[src/rtl/instr_fetch_queue.sv]
// Fetch stage: issues two-byte instructions from a byte-wide synchronous ROM,
// assembles them into a FIFO and owns the fetch PC. FETCH_STATS_EN adds pop/redirect counters.
module instr_fetch_queue #(
  parameter int unsigned IQ_DEPTH = 2,
  parameter logic [7:0]  RESET_PC = 8'h00
) (
  input  logic        clk,
  input  logic        reset,
  output logic        rom_en,
  output logic [7:0]  rom_addr,
  input  logic [7:0]  rom_data,
  output logic        instr_valid,
  input  logic        instr_ready,
  output logic [7:0]  opcode1,
  output logic [7:0]  opcode2,
  output logic [7:0]  instr_pc,
  input  logic        jump_taken,
  input  logic [7:0]  jump_target,
  output logic [7:0]  fetch_pc,
  output logic [15:0] instr_count,
  output logic [15:0] flush_count
);
  localparam int PTR_W = $clog2(IQ_DEPTH);
  localparam int CNT_W = PTR_W + 1;

  typedef enum logic {S_OP1, S_OP2} state_t;

  state_t           state;
  logic [CNT_W-1:0] count;
  logic [CNT_W-1:0] pending;
  logic [CNT_W:0]   occupancy;
  logic             slot_free;
  logic             push;
  logic             pop;

  logic             op2_p0;
  logic             vld_p1;
  logic             op2_p1;
  logic             kill_p1;
  logic [7:0]       addr_p1;
  logic [7:0]       op1_hold_p2;
  logic [7:0]       pc_hold_p2;

  logic [PTR_W-1:0] wr_ptr;
  logic [PTR_W-1:0] rd_ptr;
  logic [7:0]       fifo_op1 [IQ_DEPTH];
  logic [7:0]       fifo_op2 [IQ_DEPTH];
  logic [7:0]       fifo_pc  [IQ_DEPTH];

  // pending counts instructions whose opcode1 is issued but not yet pushed;
  // up to two may overlap, so it is a counter rather than a flag.
  assign occupancy = {1'b0, count} + {1'b0, pending};
  assign slot_free = (occupancy < (CNT_W+1)'(IQ_DEPTH));
  assign push      = vld_p1 & op2_p1 & ~kill_p1;
  assign pop       = instr_valid & instr_ready;

  // ---- p0: issue FSM and fetch PC ----
  always_ff @(posedge clk or posedge reset) begin
    if (reset) begin
      state    <= S_OP1;
      fetch_pc <= RESET_PC;
      rom_en   <= 1'b0;
      rom_addr <= 8'h00;
      op2_p0   <= 1'b0;
      pending  <= '0;
    end else if (jump_taken) begin
      // The flushed queue always passes the slot check, so the target's
      // opcode1 is issued straight away.
      state    <= S_OP2;
      fetch_pc <= jump_target;
      rom_en   <= 1'b1;
      rom_addr <= jump_target;
      op2_p0   <= 1'b0;
      pending  <= CNT_W'(1);
    end else begin
      case (state)
        S_OP1: begin
          op2_p0 <= 1'b0;
          if (slot_free) begin
            rom_en   <= 1'b1;
            rom_addr <= fetch_pc;
            pending  <= pending + CNT_W'(1) - CNT_W'(push);
            state    <= S_OP2;
          end else begin
            rom_en  <= 1'b0;
            pending <= pending - CNT_W'(push);
          end
        end
        S_OP2: begin
          rom_en   <= 1'b1;
          rom_addr <= fetch_pc + 8'd1;
          op2_p0   <= 1'b1;
          fetch_pc <= fetch_pc + 8'd2;
          pending  <= pending - CNT_W'(push);
          state    <= S_OP1;
        end
        default: begin
          rom_en <= 1'b0;
          op2_p0 <= 1'b0;
          state  <= S_OP1;
        end
      endcase
    end
  end

  // ---- p1/p2: ROM return alignment and opcode1 hold ----
  always_ff @(posedge clk or posedge reset) begin
    if (reset) begin
      vld_p1      <= 1'b0;
      op2_p1      <= 1'b0;
      kill_p1     <= 1'b0;
      addr_p1     <= 8'h00;
      op1_hold_p2 <= 8'h00;
      pc_hold_p2  <= 8'h00;
    end else begin
      vld_p1  <= rom_en;
      op2_p1  <= op2_p0;
      addr_p1 <= rom_addr;
      kill_p1 <= jump_taken;
      if (vld_p1 && !op2_p1 && !kill_p1) begin
        op1_hold_p2 <= rom_data;
        pc_hold_p2  <= addr_p1;
      end
    end
  end

  // ---- instruction FIFO ----
  always_ff @(posedge clk or posedge reset) begin
    if (reset) begin
      count  <= '0;
      wr_ptr <= '0;
      rd_ptr <= '0;
      for (int i = 0; i < int'(IQ_DEPTH); i++) begin
        fifo_op1[i] <= 8'h00;
        fifo_op2[i] <= 8'h00;
        fifo_pc[i]  <= 8'h00;
      end
    end else if (jump_taken) begin
      count  <= '0;
      wr_ptr <= '0;
      rd_ptr <= '0;
    end else begin
      if (push) begin
        fifo_op1[wr_ptr] <= op1_hold_p2;
        fifo_op2[wr_ptr] <= rom_data;
        fifo_pc[wr_ptr]  <= pc_hold_p2;
        wr_ptr           <= wr_ptr + PTR_W'(1);
      end
      if (pop) begin
        rd_ptr <= rd_ptr + PTR_W'(1);
      end
      count <= count + CNT_W'(push) - CNT_W'(pop);
    end
  end

  assign instr_valid = (count != '0);
  assign opcode1     = fifo_op1[rd_ptr];
  assign opcode2     = fifo_op2[rd_ptr];
  assign instr_pc    = fifo_pc[rd_ptr];

`ifdef FETCH_STATS_EN
  logic [15:0] instr_cnt_r;
  logic [15:0] flush_cnt_r;

  function automatic logic [15:0] sat_inc(input logic [15:0] v);
    return (v == 16'hFFFF) ? v : v + 16'd1;
  endfunction

  always_ff @(posedge clk or posedge reset) begin
    if (reset) begin
      instr_cnt_r <= 16'h0000;
      flush_cnt_r <= 16'h0000;
    end else begin
      if (pop)        instr_cnt_r <= sat_inc(instr_cnt_r);
      if (jump_taken) flush_cnt_r <= sat_inc(flush_cnt_r);
    end
  end

  assign instr_count = instr_cnt_r;
  assign flush_count = flush_cnt_r;
`else
  assign instr_count = 16'h0000;
  assign flush_count = 16'h0000;
`endif

endmodule
[config.mk]
export PLATFORM = sky130hd
export DESIGN_NAME = instr_fetch_queue
export DESIGN_NICKNAME = d
export VERILOG_FILES = /design/src/rtl/instr_fetch_queue.sv
export SDC_FILE = /design/constraint.sdc
export NUM_CORES = 1
export LEC_CHECK = 0
export CORE_MARGIN = 3
export CORE_UTILIZATION = 51
export CTS_CLUSTER_SIZE = 25
export DETAILED_ROUTE_END_ITERATION = 10
export PLACE_DENSITY = 0.91
export SETUP_SLACK_MARGIN = 0.1
export SYNTH_ARGS = -nofsm -noshare
export SYNTH_HDL_FRONTEND = slang
export SYNTH_SLANG_ARGS = --single-unit
export TNS_END_PERCENT = 100
[constraint.sdc]
create_clock -name clk -period 4 [get_ports clk]
set_clock_uncertainty 0.1 [all_clocks]
set_input_delay 0.8 -clock clk [delete_from_list [all_inputs] [get_ports clk]]
set_output_delay 0.8 -clock clk [all_outputs]
set_load 0.05 [all_outputs]
### Word level (Yosys, flattened, before mapping)

Cells that the tools add are included.

| storage, ports and cells | value |
|---|---|
| register bits | 100 |
| output and inout bits | 74 |

| cells by class | value |
|---|---|
| add/subtract/negate cells | 10 |
| magnitude comparators | 4 |
| equality and inequality tests | 1 |
| mux-type cells | 34 |
| bitwise gates (word level) | 8 |
| reductions and logical operators | 10 |

Operators with widths:

| operator | count |
|---|---|
| $mux W8 | 14 |
| $bwmux W16 | 3 |
| $pmux W8 S2 | 1 |
| $add A8 B1 Y8 const B | 1 |
| $add A8 B2 Y8 const B | 1 |
| $demux W8 S1 | 1 |
| $mux W1 | 8 |
| $reduce_bool A2 Y1 | 4 |
| $mux W2 | 3 |
| $pmux W1 S2 | 3 |
| $sub A2 B1 Y2 | 3 |
| $ge A2 B2 Y1 const B | 2 |
| $not A1 Y2 | 2 |
| $pmux W2 S2 | 1 |
| $add A2 B2 Y3 | 1 |
| $and A1 B1 Y1 | 3 |
| $logic_and A1 B1 Y1 | 3 |
| $lt A3 B2 Y1 const B | 1 |
| $ne A3 B3 Y1 const B | 1 |
| $not A1 Y1 | 3 |
| $add A1 B1 Y1 const B | 2 |
| $add A2 B1 Y2 | 1 |
| $add A2 B1 Y2 const B | 1 |
| $logic_not A1 Y1 | 2 |
| other kinds (2) | 2 |

### Depth between registers and ports, before layout

Gate-level depths: netlist of run 1.

| logic depth | value |
|---|---|
| word-level depth | 6 |
| mapped depth | 7 |
| gate-level depth less buffers | 6 |

### Worst setup path before layout of run 1

Ideal clock, no wire load.

| timing | value |
|---|---|
| path type | register to output |
| from | register rd_ptr |
| to | output port instr_pc[2] |
| data arrival time | 1.257 ns |
| setup slack | 1.843 ns |
| stages on the path, launching flop included | 4 |
| buffers on the path | 2 |
| cell sequence | dfrtp_1 -> clkbuf_1 -> buf_2 -> mux2_2 |

| between the ends | value |
|---|---|
| longest elaborated chain between the ends | 4 |

RTL lines:

| element | RTL line | source |
|---|---|---|
| from (decl) | 45 | `logic [PTR_W-1:0] rd_ptr;` |
| from (signal assigned) | 150 | `rd_ptr <= rd_ptr + PTR_W'(1);` |
| $not A1 Y2 (implied by the code) | 159 | `assign instr_pc = fifo_pc[rd_ptr];` |
| $mux W8 (implied by the code) (3 in a row) | 159 |  |
| to (decl) | 16 | `output logic [7:0] instr_pc,` |

No other way between the ends. The select of a mux whose other input is x is not followed.

### Final worst setup path of run 1

| timing | value |
|---|---|
| from | register rd_ptr |
| to | output port opcode1[6] |

| between the ends | value |
|---|---|
| longest elaborated chain between the ends | 4 |

RTL lines:

| element | RTL line | source |
|---|---|---|
| $not A1 Y2 (implied by the code) | 157 | `assign opcode1 = fifo_op1[rd_ptr];` |
| $mux W8 (implied by the code) (3 in a row) | 157 |  |
| to (decl) | 14 | `output logic [7:0] opcode1,` |

No other way between the ends. The select of a mux whose other input is x is not followed.

==> results of run 1 <==
[logic make-up (layout without fill, tap and decap cells)]
logic type	count (synthesis)	after routing	synth area share
AOI/OAI and AO/OA	25	25	0.0314
xor gates and xnor gates	17	17	0.0325
adders and majority gates	6	6	0.0180
buffers and inverters	53	88	0.0806
DFF	100	100	0.546
muxes	93	93	0.229
other	1	32	0.000819
and+or+nand+nor	47	47	0.0615
[final cells by class]
| class | count | area, µm² | share of cell area |
|---|---|---|---|
| sequential | 100 | 2500 | 0.467 |
| multi-input combinational | 220 | 1830 | 0.341 |
| clock buffer | 13 | 169 | 0.0315 |
| clock inverter | 3 | 43.8 | 0.00817 |
| inverter | 6 | 25.0 | 0.00467 |
| timing repair buffer | 66 | 661 | 0.123 |
| tap | 105 | 131 | 0.0245 |
[worst reg2reg max path: stages (launching register included)]
cell and delay, ns:
dfrtp_1 0.41, inv_1 0.08, fa_1 0.52, a21oi_1 0.49, nor2_1 0.11, a21oi_1 0.13, o21ai_0 0.09
[registers in the layout, summed over array words and instances, names as in the netlist]
register     cells
fifo_op2        16
kill_p1          1
fifo_pc         16
count            2
rd_ptr           1
op2_p1           1
addr_p1          8
wr_ptr           1
rom_en           1
op2_p0           1
pc_hold_p2       8
state            1
fetch_pc         8
op1_hold_p2      8
vld_p1           1
pending          2
fifo_op1        16
rom_addr         8
[power by group through the flow]
stage	sequential [µW]	combinational [µW]	clock [µW]
CTS	1640	2100	678
detailed placement	1660	2090	0
floorplan	1710	1480	0
global route	1700	2200	720
finish	1640	2080	657
global placement	1640	2040	0
[layer usage]
metal / routed length, µm / vias up
li1: - / 1226
met1: 3550 / 1281
met2: 3900 / 80
met3: 487 / 8
met4: 76 / 0
met5: 0 / -
[through the flow]
step | hold WS, ns | utilization
finish | 0.258 | 0.633
global route | 0.268 | 0.633
CTS | 0.260 | 0.633
detailed placement | 0.241 | 0.608
global placement | 0.233 | 0.608
floorplan | 0.231 | -
[Yosys cell counts, types with 2 or more instances]
cell type,count
buf_2,4
nor2b_1,3
nand3b_1,2
a21oi_1,3
xnor2_1,10
mux2_4,2
xor2_1,7
mux2_2,85
nand2_1,14
mux2i_1,5
nand4_1,3
dfrtp_1,100
o21ai_0,16
nor2_1,11
buf_4,34
clkbuf_1,4
nor3_1,2
o31ai_1,2
ha_1,5
nand2b_1,3
buf_6,5
inv_1,6
[worst min-delay path by stage]
stage / slack [ns] / to / cells past startpoint
floorplan: 0.23 / op2_p1 / 0
global placement: 0.23 / op2_p1 / 0
detailed placement: 0.24 / op2_p1 / 0
CTS: 0.26 / op2_p1 / 0
global route: 0.27 / op2_p1 / 0
finish: 0.26 / op2_p1 / 0
==> results_dict.tcl, run 1 <==
set metrics [dict create \
    clk_latency_ns 0.35 \
    antenna_found_initial 0 \
    setup_ws_ns 0.866 \
    die-area_um2 10200 \
    synth.top_cells.by_area "dfrtp_1 (55%), mux2_2 (21%), buf_4 (5.6%)" \
    cts_buffers 9 \
    leakagePower_uw 0.00242 \
    final_cell_mix "dfrtp_1 (100), mux2_2 (85), clkdlybuf4s50_1 (61)" \
    switching_share 0.409 \
    status "finished clean" \
    fin_cells 513 \
    async_flop_share 1.00 \
    cp.required_ns 3.10 \
    p_seq_frac 0.375 \
    grt_max_degree 101 \
    drt_wl_total_mm 8.01 \
    cp-end-kind "output pin" \
    reg2reg_depth 6 \
    cpMaxStageDelayCell "clkdlybuf4s50_1" \
    postCtsSetupRepairBufs 0 \
    initial_utilization 0.541 \
    slew_headroom 0.543 \
    synth.yosys.warnings 0 \
    cts_tree "yes" \
    use_met2 0.271 \
    yosysSeqAreaShare 0.546 \
    drtIter0Drc 91 \
    grt_overflow 0 \
    wl_per_cell_um 15.6 \
    cp_top_family "buffers and inverters" \
    first_pass_iters 4 \
    clockRootBuffer "clkbuf_8" \
    crit_cells 3 \
    gr-usage-met1 0.219 \
    ys_ff_latch 100 \
    cts_max_level 3 \
    placed_area_um2 5140 \
    setup_viol 0 \
    final_layout_size_suffix_gt1_frac 0.284 \
    cts_hold_buf 0 \
    met3_usage 0.0533 \
    finalCriticalPeriod_ns 3.13 \
    fmax_ghz 0.319 \
    synth_edf_count 0 \
    die_h_um 101 \
    fillers 652 \
    syn_inst 342 \
    synth_flop_cell "dfrtp_1" \
    die_w_um 101 \
    start_kind "flop" \
    fin_area_um2 5360 \
    peakVddDrop_mv 0.438 \
    grt_pass1_vias 2757 \
    hold_viol_final 0 \
    area_growth_pct 17.0 \
    dp_cells 497 \
    r2r-start "count[1]" \
    routed_via_density 5.06 \
    power_frac_comb 0.474 \
    synth.avg_cell_area_um2 13.4 \
    antenna_cells 0 \
    crit_arrival_ns 2.23 \
    clockBufferDepth 2 \
    p_total_uw 4370 \
    nNetsFinal 429 \
    crit_fanout 21 \
    tns_ns 0 \
    slew_violations 0 \
    synth_area_um2 4580 \
    worst_slew_pin_slew_ns 0.683 \
    p_clk_frac 0.150 \
    core_um2 8460 \
    rsz0062_at_grt "false" \
    fin_crit_sh 0.783 \
    reg2reg_slack_ns 1.94 \
    yosys.cell_types.count 38 \
    ioPinCount 94 \
    hold_path_class "reg -> reg" \
    synth_top_cell_area_share 0.546 \
    cp-endpoint "opcode1[6]" \
    clkTransAtPathRegs_ns 0.09 \
    max_cap_violations 0 \
    num_vias 2595 \
    grt_busiest_layer "met2" \
    startpoint "rd_ptr" \
    clock_sinks 100 \
    rows 33 \
    dp_hpwl_mm 5.48 \
    layout_commonest_cell "dfrtp_1" \
    grt_first_pass_wirelength_mm 13.4 \
    io_buffers 61 \
    grt_use_total 0.167 \
    min-delay-start "op2_p0" \
    drtAntennaViolNets 0 \
    slowest_delay_ns 0.70 \
    drc 0 \
    path_buf_inv 2 \
    cts-resized-gates 0 \
    critical_path_class "reg -> out" \
    synth_area_leader_cell "dfrtp_1" \
    switchingPower_uw 1790 \
    place_ws_ns 1.23 \
    globalplace.congestion 0.819 \
    crit_chain "buf_4 > mux2_2 > clkdlybuf4s50_1" \
    p_per_area_nw_per_um2 816 \
    p_int_uw 2580 \
    rr_endpoint "rom_addr[0]" \
]
No activity file was read; power rests on OpenSTA's default activity.
==> run 2, diff against run 1 <==
==> constraint.sdc (replaced) <==
create_clock -name clk -period 3.29 [get_ports clk]
set_clock_uncertainty 0.1 [all_clocks]
set_input_delay 0.658 -clock clk [delete_from_list [all_inputs] [get_ports clk]]
set_output_delay 0.658 -clock clk [all_outputs]
set_load 0.05 [all_outputs]
==> run 2 against run 1 <==
First-iteration DRC count decreased by 41%. Core utilization up 0.074 points. Non-clock buffer count up 2. Hold slack worse by 0.00066 ns. Sequential power rose by 22%. Setup slack worse by 0.52 ns. Routed wire length shrank 0.14%. Clock-buffer cell count down 4. Sequential cell count did not move. Die area unchanged. Clock power grew 14%. Combinational power up 21%. Largest cell class unchanged.
==> results_dict.tcl, run 2 (synthesis results as in run 1) <==
set metrics [dict create \
    status "finished clean" \
    p_per_area_nw_per_um2 982 \
    r2r-start "count[1]" \
    final_cell_mix "dfrtp_1 (100), mux2_2 (85), clkdlybuf4s50_1 (61)" \
    rsz0062_at_grt "false" \
    io_buffers 61 \
    grt_first_pass_wirelength_mm 13.4 \
    wl_per_cell_um 15.5 \
    drtAntennaViolNets 0 \
    cp.required_ns 2.53 \
    layout_commonest_cell "dfrtp_1" \
    switching_share 0.414 \
    grt_pass1_vias 2767 \
    reg2reg_slack_ns 1.21 \
    cts_tree "yes" \
    leakagePower_uw 0.00242 \
    slew_headroom 0.512 \
    clock_sinks 100 \
    die_w_um 101 \
    grt_use_total 0.167 \
    clk_latency_ns 0.36 \
    clockRootBuffer "clkbuf_8" \
    whs_path_depth 0 \
    antenna_cells 0 \
    max_cap_violations 0 \
    rows 33 \
    globalplace.congestion 0.833 \
    ioPinCount 94 \
    reg2reg_depth 5 \
    power_frac_comb 0.479 \
    hold_path_class "reg -> reg" \
    fin_crit_sh 0.894 \
    cts_max_level 3 \
    die-area_um2 10200 \
    postCtsSetupRepairBufs 0 \
    p_int_uw 3090 \
    finalCriticalPeriod_ns 2.94 \
    p_seq_frac 0.379 \
    crit_fanout 20 \
    die_h_um 101 \
    fin_area_um2 5360 \
    rr_endpoint "rom_addr[5]" \
    reg_top3 "fifo_op1: 16 flops, fifo_op2: 16 flops, fifo_pc: 16 flops" \
    start_kind "flop" \
    nNetsFinal 431 \
    routed_via_density 5.12 \
    grt_max_degree 58 \
    critical_path_class "reg -> out" \
    first_pass_iters 4 \
    p_clk_frac 0.142 \
    cts_buffers 9 \
    drtIter0Drc 54 \
    hold_viol_final 0 \
    final_layout_size_suffix_gt1_frac 0.290 \
    cp-end-kind "output pin" \
    min-delay-start "op2_p0" \
    drc 0 \
    antenna_found_initial 0 \
    clkTransAtPathRegs_ns 0.09 \
    dp_hpwl_mm 5.57 \
    worst_slew_pin_slew_ns 0.731 \
    cts_hold_buf 0 \
    drt_wl_total_mm 8.00 \
    clockBufferDepth 2 \
    grt_overflow 0 \
    cts-resized-gates 0 \
    peakVddDrop_mv 0.482 \
    tns_ns 0 \
    initial_utilization 0.541 \
    placed_area_um2 5170 \
    crit_arrival_ns 2.18 \
    fmax_ghz 0.340 \
    core_um2 8460 \
    setup_viol 0 \
    slew_violations 0 \
    num_vias 2639 \
    switchingPower_uw 2180 \
    whs_endpoint "op2_p1" \
    area_growth_pct 17.1 \
]
run 2: routing by layer:
metal	vias to the layer above	track usage	wire length, µm
met5	-	0	0
met4	0	0.0497	74
met3	12	0.0436	607
met2	93	0.274	3960
met1	1304	0.219	3360
li1	1230	-	-
run 2: worst max-delay path by stage:
| stage | end | cells after the start | start |
|---|---|---|---|
| after floorplan | instr_pc[2] | 3 | rd_ptr |
| after global placement | instr_pc[1] | 3 | rd_ptr |
| after detailed placement | instr_pc[1] | 3 | rd_ptr |
| after CTS | instr_pc[2] | 3 | rd_ptr |
| after global routing | opcode2[3] | 3 | rd_ptr |
| final | instr_pc[2] | 3 | rd_ptr |
run 2: power groups by stage:
| stage | clock (µW) | combinational (µW) | sequential (µW) |
|---|---|---|---|
| floorplan | 0 | 1800 | 2070 |
| global placement | 0 | 2490 | 1990 |
| detailed placement | 0 | 2540 | 2030 |
| CTS | 777 | 2560 | 2000 |
| global route | 815 | 2690 | 2070 |
| finish | 749 | 2520 | 2000 |
run 2: critical path, stage by stage (launching register included):
cell and delay (ns):
dfrtp_1 0.54, buf_12 0.22, mux2_2 0.36, clkdlybuf4s50_1 0.71
run 2: final cells by class:
class                      instances  area [µm²]
clock inverter                     7        66.3
sequential                       100        2500
timing repair buffer              68         688
fill                             662        3100
clock buffer                       9         124
tap                              105         131
inverter                           6        26.3
multi-input combinational        220        1830
run 2: stage by stage:
| stage | total power, µW | cells | hold slack [ns] | setup WS [ns] | utilization |
|---|---|---|---|---|---|
| after floorplan | 3870 | 373 | 0.231 | 1.27 | - |
| after global placement | 4490 | 499 | 0.233 | 0.775 | 0.611 |
| after detailed placement | 4570 | 499 | 0.241 | 0.726 | 0.611 |
| after CTS | 5330 | 515 | 0.262 | 0.315 | 0.634 |
| after global routing | 5570 | 515 | 0.272 | 0.274 | 0.634 |
| final | 5270 | 515 | 0.257 | 0.348 | 0.634 |
==> run 3, diff against run 2 <==
--- a/config.mk
+++ b/config.mk
@@ -7,6 +7,7 @@
 export LEC_CHECK = 0
 export CORE_MARGIN = 3
 export CORE_UTILIZATION = 51
+export CTS_CLUSTER_DIAMETER = 120
 export CTS_CLUSTER_SIZE = 25
 export DETAILED_ROUTE_END_ITERATION = 10
 export PLACE_DENSITY = 0.91
==> results of run 3 <==
No change in the layout: final DEF, timing and power equal those of run 2.
